`src/rtl/reg_bus_reader_pkg.sv`:
```
// Shared codes for the register-bus reader: command codes, per-register
// read-lane selects, per-register op codes and the controller state encoding.
package reg_bus_reader_pkg;

    // Commands accepted on i_cmd; code 3 is unassigned and always rejected.
    localparam logic [1:0] BRD_CMD_MOV       = 2'd0;
    localparam logic [1:0] BRD_CMD_READ8     = 2'd1;
    localparam logic [1:0] BRD_CMD_LOAD_ADDR = 2'd2;

    // Per-register read code: which bus lane (if any) the register drives.
    localparam logic [1:0] REG_READ_NONE = 2'd0;
    localparam logic [1:0] REG_READ_TO_0 = 2'd1;
    localparam logic [1:0] REG_READ_TO_1 = 2'd2;
    localparam logic [1:0] REG_READ_TO_2 = 2'd3;

    // Per-register op code; this block only ever issues NOP and WRITE.
    localparam logic [2:0] REG_OP_NOP   = 3'd0;
    localparam logic [2:0] REG_OP_WRITE = 3'd1;

    typedef enum logic [2:0] {
        BRD_ST_IDLE   = 3'd0,
        BRD_ST_DRIVE  = 3'd1,
        BRD_ST_DRIVE2 = 3'd2,
        BRD_ST_SAMPLE = 3'd3,
        BRD_ST_DONE   = 3'd4,
        BRD_ST_ERR    = 3'd5
    } brd_state_t;

    // Selects are held on the bus from the first settle cycle through sampling.
    function automatic logic is_driving(input brd_state_t st);
        return (st == BRD_ST_DRIVE) || (st == BRD_ST_DRIVE2) || (st == BRD_ST_SAMPLE);
    endfunction

endpackage

```
`src/rtl/reg_bus_reader_decode.sv`:
```
// Combinational map from (state, command, indices) to the per-register
// read-select and op-code vectors. The parent feeds it the next state and
// next command fields and registers the result.
module reg_bus_reader_decode
    import reg_bus_reader_pkg::*;
#(
    parameter int NUM_REGS = 8,
    parameter int IDX_W    = 3
) (
    input  brd_state_t                state,
    input  logic [1:0]                cmd,
    input  logic [IDX_W-1:0]          src0,
    input  logic [IDX_W-1:0]          src1,
    input  logic [IDX_W-1:0]          src2,
    input  logic [IDX_W-1:0]          dst,
    output logic [2*NUM_REGS-1:0]     read_sel,
    output logic [3*NUM_REGS-1:0]     reg_op
);

    generate
        for (genvar gi = 0; gi < NUM_REGS; gi++) begin : g_reg
            localparam logic [IDX_W-1:0] K = IDX_W'(gi);
            logic [1:0] sel_k;
            logic [2:0] op_k;

            // Lane choice for register gi; only one lane per register and,
            // because accepted LOAD_ADDR indices are distinct, one register per lane.
            always_comb begin
                sel_k = REG_READ_NONE;
                if (is_driving(state)) begin
                    if (src0 == K) begin
                        sel_k = REG_READ_TO_0;
                    end else if (cmd == BRD_CMD_LOAD_ADDR && src1 == K) begin
                        sel_k = REG_READ_TO_1;
                    end else if (cmd == BRD_CMD_LOAD_ADDR && src2 == K) begin
                        sel_k = REG_READ_TO_2;
                    end
                end
            end

            // Destination write strobe, present only while lane 0 is being sampled.
            always_comb begin
                op_k = REG_OP_NOP;
                if (state == BRD_ST_SAMPLE && cmd == BRD_CMD_MOV && dst == K) begin
                    op_k = REG_OP_WRITE;
                end
            end

            assign read_sel[2*gi +: 2] = sel_k;
            assign reg_op[3*gi +: 3]   = op_k;
        end
    endgenerate

endmodule

```
`src/rtl/reg_bus_reader.sv`:
```
// Register-bus reader: sequences read selects onto the three-lane io_bus,
// samples it, and returns a 24-bit address, an 8-bit byte, or performs a
// lane-0 register-to-register move.
// Optional macro BUS_READER_SETTLE_EN adds a second bus-settle cycle (DRIVE2).
module reg_bus_reader
    import reg_bus_reader_pkg::*;
#(
    parameter int NUM_REGS = 8,
    parameter int IDX_W    = 3
) (
    input  logic                      i_clk,
    input  logic                      i_reset,
    input  logic                      i_start,
    input  logic [1:0]                i_cmd,
    input  logic [IDX_W-1:0]          i_src0,
    input  logic [IDX_W-1:0]          i_src1,
    input  logic [IDX_W-1:0]          i_src2,
    input  logic [IDX_W-1:0]          i_dst,
    input  logic [23:0]               i_bus,
    output logic [2*NUM_REGS-1:0]     o_read_sel,
    output logic [3*NUM_REGS-1:0]     o_reg_op,
    output logic                      o_ready,
    output logic                      o_done,
    output logic                      o_err,
    output logic [23:0]               o_addr,
    output logic [7:0]                o_data
);

    // NUM_REGS always fits in IDX_W+1 bits since 2**IDX_W >= NUM_REGS.
    localparam logic [IDX_W:0] NUM_REGS_W = (IDX_W+1)'(NUM_REGS);

    brd_state_t             state_reg, state_next;
    logic [1:0]             cmd_reg, cmd_next;
    logic [IDX_W-1:0]       src0_reg, src0_next;
    logic [IDX_W-1:0]       src1_reg, src1_next;
    logic [IDX_W-1:0]       src2_reg, src2_next;
    logic [IDX_W-1:0]       dst_reg, dst_next;
    logic [2*NUM_REGS-1:0]  read_sel_reg, read_sel_next;
    logic [3*NUM_REGS-1:0]  reg_op_reg, reg_op_next;
    logic                   ready_reg, done_reg, err_reg;
    logic [23:0]            addr_reg;
    logic [7:0]             data_reg;
    logic                   reject;

    // Reject on out-of-range indices, unknown command, or a LOAD_ADDR that
    // would put two registers on the bus at once.
    always_comb begin
        reject = 1'b0;
        case (i_cmd)
            BRD_CMD_MOV:
                reject = ({1'b0, i_src0} >= NUM_REGS_W) || ({1'b0, i_dst} >= NUM_REGS_W);
            BRD_CMD_READ8:
                reject = ({1'b0, i_src0} >= NUM_REGS_W);
            BRD_CMD_LOAD_ADDR:
                reject = ({1'b0, i_src0} >= NUM_REGS_W) || ({1'b0, i_src1} >= NUM_REGS_W) ||
                         ({1'b0, i_src2} >= NUM_REGS_W) || (i_src0 == i_src1) ||
                         (i_src0 == i_src2) || (i_src1 == i_src2);
            default:
                reject = 1'b1;
        endcase
    end

    // Next-state logic; command fields are captured only when a start is taken in IDLE.
    always_comb begin
        state_next = state_reg;
        cmd_next   = cmd_reg;
        src0_next  = src0_reg;
        src1_next  = src1_reg;
        src2_next  = src2_reg;
        dst_next   = dst_reg;
        case (state_reg)
            BRD_ST_IDLE: begin
                if (i_start) begin
                    cmd_next   = i_cmd;
                    src0_next  = i_src0;
                    src1_next  = i_src1;
                    src2_next  = i_src2;
                    dst_next   = i_dst;
                    state_next = reject ? BRD_ST_ERR : BRD_ST_DRIVE;
                end
            end
`ifdef BUS_READER_SETTLE_EN
            BRD_ST_DRIVE:  state_next = BRD_ST_DRIVE2;
`else
            BRD_ST_DRIVE:  state_next = BRD_ST_SAMPLE;
`endif
            BRD_ST_DRIVE2: state_next = BRD_ST_SAMPLE;
            BRD_ST_SAMPLE: state_next = BRD_ST_DONE;
            BRD_ST_DONE:   state_next = BRD_ST_IDLE;
            BRD_ST_ERR:    state_next = BRD_ST_IDLE;
            default:       state_next = BRD_ST_IDLE;
        endcase
    end

    // Decoding the next state lets the registered selects line up with the state they belong to.
    reg_bus_reader_decode #(
        .NUM_REGS (NUM_REGS),
        .IDX_W    (IDX_W)
    ) u_decode (
        .state    (state_next),
        .cmd      (cmd_next),
        .src0     (src0_next),
        .src1     (src1_next),
        .src2     (src2_next),
        .dst      (dst_next),
        .read_sel (read_sel_next),
        .reg_op   (reg_op_next)
    );

    // State, output registers and end-of-SAMPLE capture of the bus.
    always_ff @(posedge i_clk) begin
        if (i_reset) begin
            state_reg    <= BRD_ST_IDLE;
            cmd_reg      <= BRD_CMD_MOV;
            src0_reg     <= '0;
            src1_reg     <= '0;
            src2_reg     <= '0;
            dst_reg      <= '0;
            read_sel_reg <= {NUM_REGS{REG_READ_NONE}};
            reg_op_reg   <= {NUM_REGS{REG_OP_NOP}};
            ready_reg    <= 1'b1;
            done_reg     <= 1'b0;
            err_reg      <= 1'b0;
            addr_reg     <= '0;
            data_reg     <= '0;
        end else begin
            state_reg    <= state_next;
            cmd_reg      <= cmd_next;
            src0_reg     <= src0_next;
            src1_reg     <= src1_next;
            src2_reg     <= src2_next;
            dst_reg      <= dst_next;
            read_sel_reg <= read_sel_next;
            reg_op_reg   <= reg_op_next;
            ready_reg    <= (state_next == BRD_ST_IDLE);
            done_reg     <= (state_next == BRD_ST_DONE);
            err_reg      <= (state_next == BRD_ST_ERR);
            if (state_reg == BRD_ST_SAMPLE) begin
                if (cmd_reg == BRD_CMD_READ8) begin
                    data_reg <= i_bus[7:0];
                end
                if (cmd_reg == BRD_CMD_LOAD_ADDR) begin
                    addr_reg <= i_bus;
                end
            end
        end
    end

    assign o_read_sel = read_sel_reg;
    assign o_reg_op   = reg_op_reg;
    assign o_ready    = ready_reg;
    assign o_done     = done_reg;
    assign o_err      = err_reg;
    assign o_addr     = addr_reg;
    assign o_data     = data_reg;

endmodule

```
`config.mk`:
```
export PLATFORM = sky130hd
export DESIGN_NAME = reg_bus_reader
export DESIGN_NICKNAME = d
export VERILOG_FILES = /design/src/rtl/reg_bus_reader_pkg.sv /design/src/rtl/reg_bus_reader_decode.sv /design/src/rtl/reg_bus_reader.sv
export SDC_FILE = /design/constraint.sdc
export NUM_CORES = 1
export LEC_CHECK = 0
export BUFFER_PORTS_ARGS = -buffer_cell sky130_fd_sc_hd__buf_2
export CAP_MARGIN = 0
export CORE_MARGIN = 4
export CORE_UTILIZATION = 54
export DETAILED_ROUTE_END_ITERATION = 12
export PLACE_DENSITY = 0.85
export SYNTH_ARGS = -nofsm -noshare
export SYNTH_HDL_FRONTEND = slang
export SYNTH_SLANG_ARGS = --single-unit
```
`constraint.sdc`:
```
create_clock -name i_clk -period 5.95 [get_ports i_clk]
set_clock_uncertainty 0.05 [all_clocks]
set_input_delay 0.2975 -clock i_clk [delete_from_list [all_inputs] [get_ports i_clk]]
set_output_delay 0.2975 -clock i_clk [all_outputs]
set_load 0.05 [all_outputs]
```
# Yosys cells after proc, flatten, opt, wreduce, memory -nomap -nowiden
# Index checks and enable logic that the tools add are counted.
# Widths: inputs -> output; s select.
# classes
eq_ne	44
mux	46
bitwise	1
reduce_logical	50
# op_table
op	count
$eq 3x3->1 const B	18
$eq 3x2->1 const B	12
$mux 2	18
$mux 3	10
$logic_and 1x1->1	25
$reduce_or 3->1	8
$eq 3x1->1 const B	6
$logic_not 3->1	6
$mux 1	16
$eq 3x3->1	3
$pmux 3 s3	1
$eq 2x2->1 const B	3
$reduce_or 2->1	3
$eq 2x1->1 const B	2
$logic_not 2->1	2
$logic_or 1x1->1	4
$reduce_and 2->1	2
$pmux 1 s2	1
$not 1->1	1
# totals
reg_bits	92
in_bits	41

# Depth between registers and ports, before layout
# Gate-level depths: netlist of run 1.
# logic_depth
depth_word	12
mapped_depth	8

# Modules after synthesis
# Synthesis of run 1 repeated with hierarchy kept, for this count alone.
# hier_totals
cells_unflattened	393
hier_area_um2	3767.4
# modules_own_cells
module	n_inst	cells_per_inst	area_each_um2	seq_area_each_um2
reg_bus_reader	1	302	3153.0	1841.8
reg_bus_reader_decode	1	91	614.3	0.0

# Worst setup path after synthesis of run 1
# Ideal clock, no wire load.
# synth_timing
path_kind	register to register
startpoint	register state_reg[2]
endpoint	register read_sel_reg[0] (netlist: o_read_sel[0])
setup_ps	68
arrival_ps	1893
t_required_ps	5832
setup_slack_ps	3939
path_stages_with_launch	8
n_path_buf	2
synth_period_minus_slack_ps	2011
path_cell_list	dfxtp_1 > buf_6 > or4b_4 > buf_6 > or3_4 > o32a_1 > nand2b_4 > a21oi_2
# synth_between
elab_chain_cells	8
# synth_lines
element	line	rtl
start, declared	reg_bus_reader.sv:32	brd_state_t state_reg, state_next;
start signal, assigned	reg_bus_reader.sv:127	state_reg <= state_next;
$eq 3x2->1 or $eq 3x1->1 (tied branches)	reg_bus_reader.sv:71	case (state_reg)
$reduce_or 2->1 (no source line)	-	
$pmux 3 s3	reg_bus_reader.sv:71	
$eq 3x1->1 or $eq 3x2->1 (tied branches)	reg_bus_reader_pkg.sv:31	return (st == BRD_ST_DRIVE) || (st == BRD_ST_DRIVE2) || (st == BRD_ST_SAMPLE);
$logic_or 1x1->1 (2 in series)	reg_bus_reader_pkg.sv:31	
$not 1->1 (no source line)	-	
$reduce_or 2->1 (no source line)	-	
end signal, assigned	reg_bus_reader.sv:119	read_sel_reg <= {NUM_REGS{REG_READ_NONE}};
end signal, assigned	reg_bus_reader.sv:133	read_sel_reg <= read_sel_next;
end, declared	reg_bus_reader.sv:38	logic [2*NUM_REGS-1:0] read_sel_reg, read_sel_next;
# Parallel ways exist; a longest one is shown, timed or not.
# A chain may end at the register's enable or synchronous reset.

# Final worst setup path of run 1
# layout_timing
startpoint	register state_reg[2]
endpoint	register read_sel_reg[8] (netlist: o_read_sel[8])
# The elaborated chain is that of the path after synthesis.

==> results of run 1 <==
## layout make-up
type,instances,area [sq um],share of cell area
Clock buffer,10,138,0.0342
Clock inverter,6,93.8,0.0233
Inverter,4,15.0,0.00373
Multi-Input combinational cell,299,1650,0.410
Sequential cell,76,1520,0.378
Tap cell,75,93.8,0.0233
Timing Repair Buffer,101,510,0.127
## Yosys cell counts, types with 2 or more instances
| library cell | count |
|---|---|
| nor3_1 | 8 |
| nor4b_1 | 3 |
| xor2_1 | 4 |
| buf_6 | 2 |
| nand3_1 | 7 |
| or2_2 | 2 |
| a31oi_1 | 7 |
| xnor2_1 | 6 |
| a211oi_1 | 2 |
| or3_1 | 3 |
| nand2b_1 | 14 |
| mux2i_1 | 11 |
| o22ai_1 | 6 |
| a22oi_1 | 3 |
| a2bb2oi_1 | 2 |
| nand2_1 | 88 |
| o21ai_0 | 4 |
| buf_2 | 5 |
| nor4_1 | 3 |
| nor2b_1 | 7 |
| nor3b_1 | 4 |
| nand3b_1 | 3 |
| a21oi_1 | 44 |
| buf_4 | 16 |
| clkbuf_1 | 20 |
| nor2_1 | 32 |
| inv_1 | 4 |
| dfxtp_1 | 76 |
## metal layers
metal / up-vias / part of all wire
met1: 1416 / 0.41
met4: 0 / 0.018
met2: 118 / 0.49
met5: - / 0
met3: 12 / 0.085
li1: 1516 / -
## through the flow
step                      power (mW)   util  hold slack [ns]  area (sq um)  cells
after floorplan                0.745      -            0.332          3410    422
after global placement         0.781  0.636            0.389          3790    555
after detailed placement       0.786  0.636            0.394          3790    555
after CTS                       1.23  0.675            0.117          4020    571
after global routing            1.28  0.675            0.119          4020    571
final                           1.23  0.675            0.117          4020    571
## worst register-to-register path, cell delays in order, from the launching register on
cell and delay, ns:
dfxtp_1 0.41, nor4b_4 0.29, buf_4 0.35, mux2i_1 0.67, nor2_1 0.16, a21oi_1 0.16, nor2_1 0.05
## placed cells by master (no fill, tap or decap), types with 4 or more instances in the layout
cell and count:
a31oi_1 7, o21ai_0 4, nor2_1 32, mux2i_1 11, nor3b_1 4, o22ai_1 6, buf_2 99, xor2_1 4
clkbuf_8 10, dfxtp_1 76, nand3_1 7, nor3_1 7, a21oi_1 44, xnor2_1 6, nand2b_1 14, conb_1 16
inv_1 4, nand2_1 88, nor2b_1 7
## worst max-delay path by stage
stage                 start        endpoint  slack [ns]  depth (start not counted)
6_report       state_reg[2]   o_read_sel[8]        3.67                          6
2_1_floorplan  state_reg[2]   o_read_sel[0]        3.94                          7
5_1_grt        state_reg[2]   o_read_sel[8]        3.53                          6
4_1_cts        state_reg[2]   o_read_sel[8]        3.69                          6
3_5_place_dp        i_reset  o_read_sel[15]        3.66                          4
3_3_place_gp        i_reset  o_read_sel[15]        3.67                          4
## report_power, final
group	leakage (nW)	internal (mW)	switching (mW)	total [mW]
logic	0.994	0.0651	0.158	0.223
clock network	0.113	0.251	0.201	0.452
registers	0.616	0.531	0.0224	0.554
## logic make-up (layout without fill, tap and decap cells)
logic type / after synthesis / count (layout) / share of synthesized area
AND/OR/NAND/NOR: 183 / 183 / 0.265
AO/OA/AOI/OAI: 79 / 79 / 0.144
flip-flops: 76 / 76 / 0.454
buffers and inverters: 47 / 121 / 0.0769
multiplexers: 11 / 11 / 0.0329
XOR/XNOR: 10 / 10 / 0.0261
other: 1 / 16 / 0.00112
==> summary.md, run 1 <==
| Metric | Value |
|---|---|
| Outcome | finished clean |
| Setup violations, final | 0 |
| Number of global-route vias before repair | about 2900 |
| Flop2flop setup slack | 3.67 ns |
| First-pass GRT wire length | 13000 um |
| CP max FO | 34 |
| Max frequency | 439 MHz |
| Tightest Pin Transition | between 1 and 1.5 ns |
| Slew HR | 0.250 |
| Total core area | 5960 sq um |
| Post-synth top flop | dfxtp_1 |
| P_leak | 1.72 nW |
| Post-route minimum period | approximately 2.3 ns |
| Core Rows | 28 |
| Cts hold-fix bufs | 0 |
| # diodes | 0 |
| Setup TNS | 0 ns |
| Post-CTS Setup Inserts | 0 |
| CP endpoint kind | register |
| Syn Std Cell Area | ~3400 sq um |
| Met1 usage | 0.263 |
| Count of input and output buffers | just under 100 |
| Peak VDD IR | 0.184 mV |
| Tightest Hold Check Type | input port to register |
| WP data required | 6.12 ns |
| R2R Path Start | state_reg[2] |
| Crit-path slowest cell | mux2i_1 |
| Final worst path period share | 0.383 |
| Distinct cell type count of the synthesized netlist | 49 |
| Worst-path clk slew | 0.09 ns |
| Gp weighted congestion | 0.917 |
| Routed wire length | 8150 um |
| Busiest grt layer | met2 |
| TritonCTS buffer count | 9 |
| DRT iter0 DRCs | around 200 |
| Top cell type's share of synthesized area | 0.454 |
| # fillers | a little under 500 |
| R2r worst-path depth | 6 |
| Setup CP Type | register to register |
| Die Area | 7530 sq um |
| Post-route ant nets | 0 |
| DP Wirelength | 5970 um |
| WL/cell | 14.3 um |
| RSZ-0062 raised after global routing | false |
| Worst setup margin | 3.67 ns |
| Root Driver | clkbuf_8 |
| Cts repair resizes | 0 |
| Total Routing Usage GR | 0.220 |
| Met2 Usage GRT | 0.361 |
| Hold_sp | i_bus[8] |
| Crit-path most repeated cell | nor2_1 |
| Hold Crit Depth | 3 |
| Pwr dens | 306 nW/um^2 |
| Met3 GRT Util | 0.0722 |
| Max clock buf depth | 2 |
| Die height | 86.8 um |
| # DRC | 0 |
| DR pass1 iterations | 4 |
| Clk_lat worst skew | about 0.35 ns |
| Drt via density | 5.36 |
| Max-cap viol count | 0 |
| Yosys warns | 0 |
| Flip-flop count of the largest register after layout | 24 |
| Layout cell share with drive strength beyond 1 | 0.262 |
| Cell family with most CP delay | multiplexers |
| Worst Path Arrival | 2.45 ns |
| CP peak stage delay | 0.66 ns |
| Final nets | 532 |
| Fin. Hold Viols | 0 |
| Cells taking the most area after synthesis | dfxtp_1 (45%), nand2_1 (9.9%), a21oi_1 (6.6%) |
| DP Worst Slack | 3.66 ns |
| Syn Area/Cell | 8.23 sq um |
| CP startpoint kind | register |
| R2R Path End | o_read_sel[8] |
| Seq cells post-synth | 76 |
| Final Slew Violations | 0 |
| Area growth, synth to finish | 20.0% |
| Share of async-settable or async-resettable flops after synthesis | 0 |
| Hold Path Sink | o_addr[8] |
| Aggregate global routing overflow | 0 |
| Cell taking the most area after synthesis | dfxtp_1 |
| Post-synth EDFFs | 0 |
| Mapped Cells | around 410 |
| Crit path buf inv count | 1 |
| H-tree Lvls | 3 |
| CTS sink cnt | 76 |
| Largest net degree at the start of global routing | 51 |
| CTS tree | done |
| Initial Util | 0.563 |
| Initial antenna violation count | 0 |
| Sequential area share after synthesis | 0.454 |
| Die width | 86.8 um |
| Via count | 3062 |
| # IOs | 116 |
| Crit path cell chain | nor4b_4, buf_4, mux2i_1, nor2_1, a21oi_1, nor2_1 |
(Power assumes the default switching activity.)
==> run 2: changes to the inputs <==
Settings changed: CORE_UTILIZATION 54 to 45, PLACE_DENSITY 0.85 to 0.76.
Clock period 5.95 ns to 1.9 ns, I/O delays scaled along.
==> summary.md, run 2 (same netlist as run 1, synthesis figures left out) <==
| Metric | Value |
|---|---|
| Sw frac | 0.309 |
| # diodes | 0 |
| Sequential share of power | 0.409 |
| Hold_sp | i_cmd[1] |
| Tightest Pin Transition | 0.509 ns |
| Area of the multi-input gates | 1760 sq um |
| Root Driver | clkbuf_8 |
| P_leak | 2.01 nW |
| DP Wirelength | 6480 um |
| H-tree Lvls | 3 |
| Final Slew Violations | 0 |
| Clk_lat worst skew | 0.36 ns |
| RSZ-0062 raised after global routing | true |
| Busiest grt layer | met2 |
| # fillers | 559 |
| Initial antenna violation count | 0 |
| Die height | 94.3 um |
| First-pass GRT wire length | 16100 um |
| Pint | 2.93 mW |
| Crit path buf inv count | 0 |
| DR pass1 iterations | 5 |
| Area growth, synth to finish | 41.9% |
| CP peak stage delay | 0.57 ns |
| CP max FO | 4 |
| Total Routing Usage GR | 0.231 |
| CP startpoint kind | register |
| Commonest non-fill, non-tap cell in the layout | buf_2 |
| Final nets | roughly 600 |
| WP data required | between 2 and 2.5 ns |
| Outcome | finished clean |
| Layout cell share with drive strength beyond 1 | 0.312 |
| # DRC | 0 |
| Via count | around 3400 |
| Core Rows | 31 |
| # IOs | about 120 |
| Crit path cell chain | or4b_4, or3_4, o32a_1, nand2b_4, a21oi_2 |
| Dpl cells | between 500 and 600 |
| Max-cap viol count | 0 |
| Worst-path clk slew | ~0.080 ns |
| Peak VDD IR | approximately 0.53 mV |
| Aggregate global routing overflow | 0 |
| Fin. Hold Viols | 0 |
| Non-Filler Instances | 653 |
| Die Area | 8890 sq um |
| Gp weighted congestion | 0.871 |
| Slew HR | 0.661 |
| Tightest Hold Check Type | input port to register |
| Pwr dens | about 890 nW/um^2 |
| Post-route minimum period | 1.89 ns |
| Hold Path Sink | cmd_reg[1] |
| Hold Crit Depth | 3 |
| Flop2flop setup slack | ~0.013 ns |
| Met3 GRT Util | 0.0633 |
| Number of global-route vias before repair | ~3400 |
| Met2 Usage GRT | 0.375 |
| Count of input and output buffers | 99 |
| Crit-path slowest cell | or4b_4 |
| Met1 usage | 0.280 |
| CP endpoint kind | register |
| Initial Util | 0.462 |
| Register area | 1520 sq um |
| Die width | 94.3 um |
| Cell family with most CP delay | simple AND/OR/NAND/NOR gates |
| R2r worst-path depth | 5 |
| Max clock buf depth | 2 |
| Psw | roughly 1.3 mW |
| Most frequent cells in the layout | buf_2 (98), nand2_1 (87), dfxtp_1 (74), a21oi_1 (44), dlygate4sd3_1 (35) |
| Combinational Power Share | 0.228 |
| Flip-flop count of the largest register after layout | 24 |
| CTS tree | done |
| DRT iter0 DRCs | between 200 and 250 |
| Clock share of power | 0.363 |
| Max frequency | about 530 MHz |
| Post-route ant nets | 0 |
| WL/cell | between 15 and 20 um |
| Largest net degree at the start of global routing | 50 |
| Routed wire length | 10300 um |
| Final worst path period share | 0.993 |
| Power Total | 4.24 mW |
| Setup CP Type | register to register |
| Worst Path Arrival | 2.13 ns |
| Setup violations, final | 0 |
| R2R Path End | o_read_sel[0] |
| CTS sink cnt | 76 |
| TritonCTS buffer count | 9 |
| R2R Path Start | state_reg[2] |
| Setup TNS | 0 ns |
| Total core area | just over 7000 sq um |
| Drt via density | 5.24 |
-- run 2: changes by cell type in the layout (fill, tap and decap cells not counted), moves of 3 or more --
cell,previous run,this run
buf_4,2,21
o22ai_2,0,3
o22ai_1,6,3
dlygate4sd3_1,0,35
-- run 2: layout make-up --
| type | instances | share of cell area |
|---|---|---|
| multi-input combinational | 299 | 0.370 |
| sequential | 76 | 0.321 |
| timing repair buffer | 159 | 0.228 |
| clock buffer | 9 | 0.0261 |
| clock inverter | 7 | 0.0261 |
| tap | 99 | 0.0261 |
| inverter | 4 | 0.00316 |
-- run 2: repair_timing --
| action | CTS | global route |
|---|---|---|
| setup endpoints to repair | 10 | 22 |
| buffers inserted | 0 | 2 |
| gates resized for setup | 6 | 21 |
| gates cloned | 0 | 1 |
| hold endpoints to repair | 45 | 0 |
| pin swaps | 4 | 4 |
| hold buffers | 35 | 0 |
-- run 2: power by group through the flow --
stage	logic [mW]	registers, mW	clock network, mW
final	0.968	1.73	1.54
after global routing	1.04	1.74	1.61
after CTS	0.887	1.73	1.55
after detailed placement	0.819	1.76	0
after global placement	0.807	1.76	0
after floorplan	0.484	1.85	0
-- run 2: stage by stage --
step                      hold WS [ns]  utilization  setup slack [ns]  area [sq um]
after CTS                      0.00949        0.636           0.00522          4610
after detailed placement         0.292        0.551           -0.0227          4000
after global placement           0.285        0.551            0.0326          4000
after global routing            0.0389        0.655           -0.0355          4750
after floorplan                  0.129            -           -0.0942          3410
final                           0.0243        0.655            0.0131          4750
-- run 2: worst max-delay path by stage --
stage | startpoint | endpoint | cells past startpoint
after global placement | state_reg[2] | o_reg_op[12] | 5
after global routing | state_reg[2] | o_reg_op[18] | 5
final | state_reg[2] | o_read_sel[0] | 5
after detailed placement | state_reg[0] | o_reg_op[0] | 6
after floorplan | state_reg[2] | o_read_sel[0] | 7
after CTS | state_reg[2] | o_read_sel[2] | 5
-- run 2: metal layers --
layer  part of all wire  up-vias
li1                   -     1625
met1               0.40     1607
met2               0.50      161
met3              0.082       27
met4              0.021        0
met5                  0        -
-- run 2: tightest hold or removal path: cells and delay by family --
family / cells / cell delay, ns
compound gates: 1 / 0.05
buf+inv: 1 / 0.16
simple gates: 1 / 0.07
==> run 3: changes to the inputs <==
Settings changed: CAP_MARGIN 0 to 20, PLACE_DENSITY 0.76 to 0.83.
==> summary.md, run 3 (same netlist as run 1, synthesis figures left out) <==
| Metric | Value |
|---|---|
| Worst setup margin | -0.00306 ns |
| Gp weighted congestion | about 0.94 |
| CP endpoint kind | register |
| Setup violations, final | 2 |
| Setup TNS | -0.00607 ns |
| Most frequent cells in the layout | buf_2 (99), nand2_1 (88), dfxtp_1 (75), a21oi_1 (44), dlygate4sd3_1 (34) |
| Area post-placement | 3980 sq um |
| Power Total | about 3.8 mW |
| Max clock buf depth | 2 |
| Drt via density | 5.14 |
| DP Worst Slack | -0.0546 ns |
| WP data required | 2.14 ns |
| Die Area | 8890 sq um |
| Die width | 94.3 um |
| Aggregate global routing overflow | 0 |
| DRT iter0 DRCs | 214 |
| DP Wirelength | between 6000 and 7000 um |
| Post-route cell area | 4590 sq um |
| Flop2flop setup slack | 0.01 ns |
| Initial Util | 0.462 |
| Final core occ | 0.633 |
| CTS tree | done |
| Die height | 94.3 um |
| Number of global-route vias before repair | around 3300 |
| Final nets | 588 |
| CTS sink cnt | 76 |
| Final Slew Violations | 0 |
| Clk_lat worst skew | 0.35 ns |
| P_leak | 1.96 nW |
| Post-route minimum period | about 1.9 ns |
| Peak VDD IR | 0.460 mV |
| Max frequency | 525 MHz |
| Commonest non-fill, non-tap cell in the layout | buf_2 |
| Final worst path period share | 1.00 |
| CP max FO | 4 |
| WL/cell | 14.6 um |
| Largest net degree at the start of global routing | 50 |
| Setup CP Type | input port to register |
| DR pass1 iterations | 4 |
| Crit path buf inv count | 2 |
| Area growth, synth to finish | 36.9% |
| H-tree Lvls | 3 |
| TritonCTS buffer count | 9 |
| Count of input and output buffers | 99 |
| Max-cap viol count | 0 |
| # diodes | 0 |
| Flip-flop count of the largest register after layout | 24 |
| Total Routing Usage GR | 0.217 |
| First-pass GRT wire length | 15300 um |
| RSZ-0062 raised after global routing | true |
| CP startpoint kind | input port |
| Worst Path Arrival | 2.14 ns |
| Core Rows | 31 |
| Crit-path slowest cell | dlygate4sd3_1 |
| CP peak stage delay | 0.53 ns |
| # DRC | 0 |
| Cell family with most CP delay | simple AND/OR/NAND/NOR gates |
| Failing checks | negative setup slack |
| Routed wire length | 9490 um |
| Tightest Hold Check Type | input port to register |
| Via count | 3348 |
| Root Driver | clkbuf_8 |
| Initial antenna violation count | 0 |
| Layout cell share with drive strength beyond 1 | 0.293 |
| Total core area | around 7300 sq um |
| # IOs | roughly 120 |
| Fin. Hold Viols | 0 |
| Post-route ant nets | 0 |
| Pwr dens | 824 nW/um^2 |
| Worst-path clk slew | ~0.09 ns |
| Crit path cell chain | dlygate4sd3_1, buf_2, or4b_4, or3_4, o32a_1, nand2b_4, a21oi_2 |
| Outcome | finished, violations left |
==> run 3: worst min-delay path: cells and delay by family <==
| kind | cells | cell delay (ns) |
|---|---|---|
| compound gates | 1 | 0.06 |
| buf+inv | 1 | 0.15 |
| simple gates | 1 | 0.07 |
==> run 3: repair_timing <==
action,4_1_cts,5_1_grt
endpoints found under the setup margin,8,21
resized for setup,4,11
pin swaps,4,3
setup buffers,1,2
gates cloned,0,0
hold endpoints to repair,44,0
hold buffers,34,0
==> run 3: report_power, final <==
group / switching (mW) / internal (mW)
Clock: 0.648 / 0.491
Sequential: 0.0653 / 1.67
Combinational: 0.561 / 0.350
Total: 1.27 / 2.51
==> run 3: through the flow <==
step / hold slack [ns] / cells
floorplan: 0.129 / 422
detailed placement: 0.294 / 598
finish: 0.0146 / 651
global route: 0.0121 / 651
CTS: 0.00123 / 649
global placement: 0.285 / 598
==> run 3: routing by layer <==
metal | up-vias | part of all wire | track usage | wire, um
li1 | 1621 | - | - | -
met1 | 1537 | 0.40 | 0.270 | 3760
met2 | 160 | 0.50 | 0.350 | 4710
met3 | 30 | 0.080 | 0.0553 | 760
met4 | 0 | 0.028 | 0.0987 | 261
met5 | - | 0 | 0 | 0
==> run 3: cell type report <==
type / instances / area, sq um
flip-flops and latches: 76 / 1530
well taps: 99 / 124
clock inverters: 7 / 60.1
repair buffers: 157 / 1040
inverters: 4 / 15.0
clock buffers: 9 / 124
multi-input cells: 299 / 1700
fillers: 594 / 2670
==> run 3: worst paths after layout <==
check               start       endpoint  cells past startpoint
max               i_start  o_read_sel[0]                      7
min             i_src2[0]    src2_reg[0]                      3
max reg2reg  state_reg[1]  o_read_sel[0]                      5
min reg2reg     o_addr[1]      o_addr[1]                      2
